<file path="src/rtl/mem_pkg.sv">
// Shared types and helpers for the data-memory access unit: memSelect layout,
// size codes, FSM states and lane manipulation functions.
package mem_pkg;

    localparam int unsigned DATA_W = 32;

    localparam logic [1:0] SZ_BYTE = 2'd0;
    localparam logic [1:0] SZ_HALF = 2'd1;
    localparam logic [1:0] SZ_WORD = 2'd2;
    localparam logic [1:0] SZ_ILL  = 2'd3;

    // Decoder memSelect encoding: {signed, size}
    typedef struct packed {
        logic       sgn;
        logic [1:0] size;
    } mem_sel_t;

    typedef enum logic [2:0] {
        ST_IDLE  = 3'd0,
        ST_READ  = 3'd1,
        ST_LWAIT = 3'd2,
        ST_WRITE = 3'd3,
        ST_RESP  = 3'd4
    } state_t;

    typedef struct packed {
        logic              we;
        mem_sel_t          sel;
        logic [1:0]        lane;
        logic [DATA_W-1:0] wdata;
    } req_t;

    function automatic logic misaligned(input logic [1:0] size, input logic [1:0] addr);
        case (size)
            SZ_HALF: return addr[0];
            SZ_WORD: return (addr != 2'b00);
            default: return 1'b0;
        endcase
    endfunction

    // Replace the addressed byte/half of word with the low bits of data
    function automatic logic [DATA_W-1:0] lane_merge(input logic [DATA_W-1:0] word,
                                                     input logic [DATA_W-1:0] data,
                                                     input logic [1:0]        size,
                                                     input logic [1:0]        addr);
        logic [DATA_W-1:0] res;
        res = word;
        case (size)
            SZ_BYTE: res[{addr, 3'b000} +: 8]     = data[7:0];
            SZ_HALF: res[{addr[1], 4'b0000} +: 16] = data[15:0];
            default: res = data;
        endcase
        return res;
    endfunction

endpackage

</file>
<file path="src/rtl/mem_load_align.sv">
// Combinational load formatting: little-endian lane extract plus sign/zero extend.
module mem_load_align
    import mem_pkg::*;
(
    input  logic [DATA_W-1:0] i_word,
    input  logic [1:0]        i_lane,
    input  logic [1:0]        i_size,
    input  logic              i_signed,
    output logic [DATA_W-1:0] o_data_c
);

    logic [7:0]  w_byte;
    logic [15:0] w_half;

    always_comb begin
        w_byte   = i_word[{i_lane, 3'b000} +: 8];
        w_half   = i_word[{i_lane[1], 4'b0000} +: 16];
        o_data_c = i_word;
        case (i_size)
            SZ_BYTE: o_data_c = {{24{i_signed & w_byte[7]}}, w_byte};
            SZ_HALF: o_data_c = {{16{i_signed & w_half[15]}}, w_half};
            default: o_data_c = i_word;
        endcase
    end

endmodule

</file>
<file path="src/rtl/mem_access_unit.sv">
// Load/store unit between the core and a word-addressed data RAM: sub-word
// loads are formatted, sub-word stores use read-modify-write, misalignment errors.
module mem_access_unit
    import mem_pkg::*;
#(
    parameter int unsigned ADDR_W = 32
) (
    input  logic              clk,
    input  logic              reset,
    input  logic              req_valid,
    output logic              req_ready,
    input  logic              req_we,
    input  logic [2:0]        req_sel,
    input  logic [ADDR_W-1:0] req_addr,
    input  logic [DATA_W-1:0] req_wdata,
    output logic              rsp_valid,
    output logic [DATA_W-1:0] rsp_rdata,
    output logic              rsp_err,
    output logic              mem_en,
    output logic              mem_we,
    output logic [ADDR_W-1:0] mem_addr,
    output logic [DATA_W-1:0] mem_wdata,
    input  logic [DATA_W-1:0] mem_rdata
);

    state_t            r_state;
    state_t            w_next;
    req_t              r_req;
    logic              r_err;
    logic              w_accept;
    logic              w_err_in;
    logic              w_mem_en_n;
    logic              w_mem_we_n;
    logic              w_ready_n;
    logic              w_rsp_valid_n;
    logic [DATA_W-1:0] w_load_c;

    assign w_accept = req_valid && req_ready;
    assign w_err_in = (req_sel[1:0] == SZ_ILL) || misaligned(req_sel[1:0], req_addr[1:0]);

    mem_load_align u_align (
        .i_word   (mem_rdata),
        .i_lane   (r_req.lane),
        .i_size   (r_req.sel.size),
        .i_signed (r_req.sel.sgn),
        .o_data_c (w_load_c)
    );

    always_ff @(posedge clk or posedge reset) begin
        if (reset) begin
            r_state <= ST_IDLE;
        end else begin
            r_state <= w_next;
        end
    end

    // Next state plus next values of the registered control outputs
    always_comb begin
        w_next        = r_state;
        w_mem_en_n    = 1'b0;
        w_mem_we_n    = 1'b0;
        w_ready_n     = 1'b0;
        w_rsp_valid_n = 1'b0;
        case (r_state)
            ST_IDLE: begin
                if (w_accept) begin
                    if (w_err_in) begin
                        w_next = ST_RESP;
                    end else if (req_we && (req_sel[1:0] == SZ_WORD)) begin
                        w_next = ST_WRITE;
                    end else begin
                        w_next = ST_READ;
                    end
                end
            end
            ST_READ:  w_next = ST_LWAIT;
            ST_LWAIT: w_next = r_req.we ? ST_WRITE : ST_RESP;
            ST_WRITE: w_next = ST_RESP;
            ST_RESP: begin
                w_next        = ST_IDLE;
                w_rsp_valid_n = 1'b1;
            end
            default:  w_next = ST_IDLE;
        endcase
        w_mem_en_n = (w_next == ST_READ) || (w_next == ST_WRITE);
        w_mem_we_n = (w_next == ST_WRITE);
        w_ready_n  = (w_next == ST_IDLE);
    end

    always_ff @(posedge clk or posedge reset) begin
        if (reset) begin
            r_req     <= '0;
            r_err     <= 1'b0;
            req_ready <= 1'b0;
            rsp_valid <= 1'b0;
            rsp_rdata <= '0;
            rsp_err   <= 1'b0;
            mem_en    <= 1'b0;
            mem_we    <= 1'b0;
            mem_addr  <= '0;
            mem_wdata <= '0;
        end else begin
            req_ready <= w_ready_n;
            rsp_valid <= w_rsp_valid_n;
            rsp_err   <= w_rsp_valid_n && r_err;
            mem_en    <= w_mem_en_n;
            mem_we    <= w_mem_we_n;
            if (w_accept) begin
                r_req     <= '{we: req_we, sel: mem_sel_t'(req_sel),
                               lane: req_addr[1:0], wdata: req_wdata};
                r_err     <= w_err_in;
                mem_addr  <= {req_addr[ADDR_W-1:2], 2'b00};
                mem_wdata <= req_wdata;
                rsp_rdata <= '0;
            end
            // Read data arrives in LWAIT: format a load or merge a sub-word store
            if (r_state == ST_LWAIT) begin
                if (r_req.we) begin
                    mem_wdata <= lane_merge(mem_rdata, r_req.wdata, r_req.sel.size, r_req.lane);
                end else begin
                    rsp_rdata <= w_load_c;
                end
            end
        end
    end

endmodule
</file>
<file path="config.mk">
export PLATFORM = sky130hd
export DESIGN_NAME = mem_access_unit
export DESIGN_NICKNAME = d
export VERILOG_FILES = /design/src/rtl/mem_pkg.sv /design/src/rtl/mem_load_align.sv /design/src/rtl/mem_access_unit.sv
export SDC_FILE = /design/constraint.sdc
export NUM_CORES = 1
export LEC_CHECK = 0
export ABC_AREA = 1
export ABC_CLOCK_PERIOD_IN_PS = 13100
export BUFFER_PORTS_ARGS = -buffer_cell sky130_fd_sc_hd__buf_2
export CAP_MARGIN = 20
export CORE_UTILIZATION = 30
export DETAILED_ROUTE_END_ITERATION = 8
export HOLD_SLACK_MARGIN = 0.06
export PLACE_DENSITY = 0.6
export SLEW_MARGIN = 10
export SYNTH_ARGS = -nofsm -noshare
export SYNTH_HDL_FRONTEND = slang
export SYNTH_HIERARCHICAL = 1
export SYNTH_SLANG_ARGS = --single-unit
export TNS_END_PERCENT = 1
</file>
<file path="constraint.sdc">
create_clock -name clk -period 13.1 [get_ports clk]
set_input_delay 2.62 -clock clk [delete_from_list [all_inputs] [get_ports clk]]
set_output_delay 2.62 -clock clk [all_outputs]
set_load 0.005 [all_outputs]
</file>
# Word level (Yosys, flattened, before mapping)
# Cells that the tools add are included.
[word_totals]
regBits = 141
latchBits = 0
ram_bits = 0
romBits = 0
in_bits = 103
output_inout_bits = 101
word_cells = 61
mem_count = 0
[op_classes]
addsub = 2
multipliers = 0
div_mod_pow = 0
n_lt_le_gt_ge = 0
eq_ne = 10
n_shift = 6
muxes = 17
n_bitwise = 2
n_reduce_logical = 9
[op_table]
columns = ["op", "n"]
rows = [
  ["2-to-1 mux 32 bit", 6],
  ["one-hot mux 32 bit (2 select lines)", 2],
  ["bitwise mux 32 bit", 2],
  ["variable shift 16 x 7 -> 32 bit (first input constant)", 1],
  ["variable shift 8 x 7 -> 32 bit (first input constant)", 1],
  ["indexed part select 16 x 7 -> 32 bit", 1],
  ["indexed part select 32 x 6 -> 16 bit", 1],
  ["indexed part select 32 x 6 -> 8 bit", 1],
  ["indexed part select 8 x 7 -> 32 bit", 1],
  ["negator 5 -> 7 bit", 2],
  ["one-hot mux 3 bit (4 select lines)", 1],
  ["equality test 3 x 2 -> 1 bit (second input constant)", 3],
  ["2-to-1 mux 3 bit", 3],
  ["equality test 3 x 1 -> 1 bit (second input constant)", 2],
  ["zero test 3 bit", 2],
  ["equality test 2 x 1 -> 1 bit (second input constant)", 2],
  ["equality test 2 bit (second input constant)", 2],
  ["equality test 3 bit (second input constant)", 1],
  ["logical AND 1 bit", 3],
  ["bitwise AND 1 bit", 2],
  ["zero test 2 bit", 1],
  ["logical OR 1 bit", 2],
  ["2-to-1 mux 2 bit", 1],
  ["one-hot mux 1 bit (2 select lines)", 1],
  ["other kinds (2)", 2],
]

# Depth between registers and ports, before layout
[depth]
ltp_word = 8
ltp_mapped = 11

# By module
# Netlist, hierarchy kept.
[modules_own_cells]
columns = ["mod", "n_inst", "cells_per_inst", "area_per_inst_um2", "seq_area_each_um2"]
rows = [
  ["mem_access_unit", 1, 933, 6977.9, 3528.4],
  ["mem_load_align", 1, 158, 835.8, 0.0],
]

# Least setup slack after synthesis
# No wires, ideal clock.
[synth_path]
path_kind = "input port to flip-flop"
startpoint = "input req_sel[0]"
endpoint = "register mem_we"
setup_time_ns = 0.113
arrival_time_ns = 3.411
required_time_ns = 12.987
path_slack_ns = 9.576
cell_stages = 10
n_path_buf = 0
path_cell_list = "inv_1 -> ha_1 -> inv_1 -> nand3_1 -> nand2_1 -> nor2_1 -> nor2_1 -> inv_1 -> nand2_1 -> inv_1"
[synth_between]
elab_chain_len = 7
[synth_lines]
columns = ["element", "line", "text"]
rows = [
  ["start: declaration", "mem_access_unit.sv:13", "input logic [2:0] req_sel,"],
  ["equality test 2 bit or equality test 2 x 1 -> 1 bit (tied branches)", "mem_pkg.sv:34, mem_access_unit.sv:69", ""],
  ["one-hot mux 1 bit (2 select lines) or logical AND 1 bit (tied branches)", "mem_pkg.sv:34, mem_access_unit.sv:69", ""],
  ["logical OR 1 bit or 2-to-1 mux 2 bit (tied branches)", "mem_access_unit.sv:39, mem_access_unit.sv:69", ""],
  ["2-to-1 mux 3 bit *", "mem_access_unit.sv:67", "if (w_err_in) begin"],
  ["2-to-1 mux 3 bit *", "mem_access_unit.sv:66", "if (w_accept) begin"],
  ["one-hot mux 3 bit (4 select lines) *", "mem_access_unit.sv:64", "case (r_state)"],
  ["net w_next[1]", "mem_access_unit.sv:27", "state_t w_next;"],
  ["equality test 3 x 2 -> 1 bit *", "mem_access_unit.sv:86", "w_mem_we_n = (w_next == ST_WRITE);"],
  ["net w_mem_we_n", "mem_access_unit.sv:33", "logic w_mem_we_n;"],
  ["end signal: assignment", "mem_access_unit.sv:107", "mem_we <= w_mem_we_n;"],
  ["end: declaration", "mem_access_unit.sv:20", "output logic mem_we,"],
]
# The timed path passes the listed nets; every way through them passes the cells marked *.
# A chain may end at the register's enable or synchronous reset.

# Worst setup path after layout
[layout_path]
startpoint = "input req_valid"
endpoint = "register mem_wdata[4]"
[layout_between]
elab_chain_len = 4
[layout_lines]
columns = ["element", "line", "text"]
rows = [
  ["start: declaration", "mem_access_unit.sv:10", "input logic req_valid,"],
  ["logical AND 1 bit *", "mem_access_unit.sv:38", "assign w_accept = req_valid && req_ready;"],
  ["2-to-1 mux 32 bit *", "mem_access_unit.sv:108", "if (w_accept) begin"],
  ["2-to-1 mux 32 bit", "mem_access_unit.sv:118", "if (r_req.we) begin"],
  ["2-to-1 mux 32 bit *", "mem_access_unit.sv:117", "if (r_state == ST_LWAIT) begin"],
  ["end signal: assignment", "mem_access_unit.sv:113", "mem_wdata <= req_wdata;"],
  ["end signal: assignment", "mem_access_unit.sv:119", "mem_wdata <= lane_merge(mem_rdata, r_req.wdata, r_req.sel.size, r_req.lane);"],
  ["end: declaration", "mem_access_unit.sv:22", "output logic [DATA_W-1:0] mem_wdata,"],
]
# Every way passes the cells marked *; elsewhere a longest branch is shown, timed or not.

==> out/qor.txt <==
Power Density: 236 mW/mm2
die area: 0.0267 mm2
Hold Buf Count CTS: 0
Int Power: 1.28 mW
H-tree Lvls: 4
Worst path slowest cell: buf_4
post-CTS setup buffers: 0
vias in the first global route: 7014
CP Data Arrival Time: 4.71 ns
Worst-Margin Slew: 0.915 ns
worst-path fanout max: 66
CTS root buf: clkbuf_16
Hold Path Cell Cnt: 2
Register Area: 0.00353 mm2
worst setup margin: 8.73 ns
syn avg cell area: 7.16 um2
Multi-input gate area: 0.00361 mm2
clock power share: 22.1%
layout cells sized above 1: 22.2%
Net Sw Power: 979 uW
setup TNS: 0 ns
count of final max-slew check failures: 0
drt first pass iters: 5
Slew headroom: 39.0%
area of the mapped netlist: 0.00781 mm2
post-synthesis mux area share: 0%
FF-to-FF Start: r_req[33]
total grt overflow: 0
Worst path max stage delay: 0.60 ns
final worst path period need: 4.37 ns
Max VDD drop: 0.000102 V
Synth Warn #: 6
post-DR wirelength/cell: 16.0 um
Most used DFF post-synth: dfrtp_1
critical path class: input port to register
row count: 58
Yosys reg bits: 141
sequential share of power: 34.4%
count leader, synth: nand2_1
final worst-path cycle share: 33.4%
DP Worst Slack: 8.28 ns
Critical Path Start: req_valid
port bufs: 201
cell count after synthesis: 1091
Initial Util: 30.8%
Crit. End Element: register
gr usage total: 19.8%
final core occ: 37.7%
Post-Synth Adder-Cell Area: 1.28%
max frequency: 229 MHz
CTS tree: built
post-synthesis sequential area ratio: 45.2%
Worst-path clk slew: 0.06 ns
critical path, cell by cell: buf_2 -> nand2_4 -> buf_4 -> inv_2 -> buf_4 -> nand2_1 -> nand2_1 -> nor2_1 -> a21oi_1
ranking of synthesized cells by area: dfrtp_1, nand2_1, o21ai_0, inv_1, a21oi_1
Routed Antenna Nets: 0
clk_skew: 0.00846 ns
logic gate share of total power: 43.5%
Die Height: 163 um
CTS buffer count: 17
library cells used by synthesis: 28
cell accounting for the most synthesized area: dfrtp_1
Post-synth top cells: nand2_1, dfrtp_1, inv_1
met2 usage: 29.4%
nets: 1369
total clock sinks: 141
R2R cell count: 7
status: completed
# IOs: 204
RSZ-0062 raised after global routing: no
M3 GR Usage: 5.43%
top cell type's share of synthesized area: 45.2%
Hold Vio Cnt, Final: 0
DPL Wire Length: 18200 um
asr flop ratio synth: 100%
iteration-0 DRC count of the detailed router: 593
maximum capacitance violations: 0
Vias/cell: 4.72
Core Region: 0.0254 mm2
Post-synth EDFFs: 0
clk_lat worst skew: 0.42 ns
largest family of logic cells by synthesized area: simple AND/OR/NAND/NOR gates
initial antenna violation count: 4
Die W: 163 um
Hold Crit Class: register to register
hold path start: mem_addr[12]
switching share of power: 43.4%
Compound-Gate Fraction of Synth Area: 12.9%
routability cong.: 0.921
Syn-to-layout area delta: 22.4%
via count: 7566
global-route wire length before repair: 40000 um
Synth Area in XOR/XNOR: 0%
WP data required: 13.43 ns
# DRC: 0
largest net degree at the start of global routing: 75
Worst Setup Start Kind: input port
final wirelength: 25700 um
post-CTS sizing: 0
Simple-Gate Fraction of Synth Area: 31.8%
Most Used Layer, Global Route: met2
routing usage on met1: 27.0%
Static Leakage: 5.17 nW
number of buffers on the longest clock path: 2
Fill cells: 2749
Finish-stage setup viols: 0
==> cells by family (layout without fill, tap and decap cells) <==
kind of cell | Yosys count | in the layout
other | 1 | 4
buffers and inverters | 149 | 328
adder cells (fa/ha/maj) | 8 | 8
flip-flops | 141 | 141
AO/OA/AOI/OAI | 196 | 196
AND/OR/NAND/NOR | 596 | 596
==> placed cells by master, fill, tap and decap left out, types with 8 or more instances in the layout <==
master,netlist,routed
clkbuf_16,0,17
nand3_2,22,22
o21ai_0,76,76
o22ai_1,16,16
ha_1,8,8
dfrtp_1,141,141
o21ai_1,46,46
nor2_1,72,71
buf_2,18,201
a21oi_1,56,56
inv_1,81,80
nand3_1,24,24
nand2_1,456,456
nor3_1,9,9
buf_4,15,8
==> state kept, by name, summed over array words and instances (netlist names) <==
register	count
mem_wdata	32
rsp_err	1
rsp_rdata	32
mem_addr	30
r_err	1
rsp_valid	1
req_ready	1
mem_we	1
r_req	38
r_state	3
mem_en	1
==> path summary, 6_finish.rpt <==
check | to | slack (ns)
max | mem_wdata[4] | 8.73
min | mem_addr[12] | 0.48
max reg2reg | mem_wdata[27] | 10.57
min reg2reg | mem_addr[12] | 0.48
max in group asynchronous | r_req[11] | 9.40
min in group asynchronous | req_ready | 2.31
==> cell type report <==
cell class / instances / share of cell area, %
clock inverter: 12 / 1.44
inverter: 87 / 3.54
clock buffer: 20 / 4.88
tap: 330 / 4.32
sequential: 141 / 36.9
timing repair buffer: 209 / 11.1
multi-input combinational: 802 / 37.7
antenna: 2 / 0.0523
==> power groups by stage <==
stage	registers, mW	clock network [mW]	logic [mW]
global route	0.802	0.527	1.12
floorplan	0.753	0	0.662
detailed placement	0.777	0	0.981
global placement	0.783	0	0.972
finish	0.776	0.500	0.983
CTS	0.777	0.509	0.985
==> routing by layer <==
| layer | vias up | wire (um) |
|---|---|---|
| met1 | 3444 | 11600 |
| met4 | 4 | 694 |
| met5 | - | 22 |
| met3 | 37 | 2230 |
| li1 | 3785 | - |
| met2 | 296 | 11100 |
==> metrics by stage <==
step / cells / cell area, um2 / total power [mW] / hold slack [ns]
3_3_place_gp: 1569 / 8960 / 1.75 / 0.460
6_report: 1603 / 9570 / 2.26 / 0.479
4_1_cts: 1601 / 9560 / 2.27 / 0.480
5_1_grt: 1601 / 9560 / 2.45 / 0.498
2_1_floorplan: 1092 / 7820 / 1.41 / 0.470
3_5_place_dp: 1569 / 8960 / 1.76 / 0.462
==> critical path: cells and delay by family <==
family	cells	cell delay, ns
buffers and inverters	4	1.52
AND/OR/NAND/NOR	4	0.35
AO/OA/AOI/OAI	1	0.17
No activity file was read; power rests on OpenSTA's default activity.
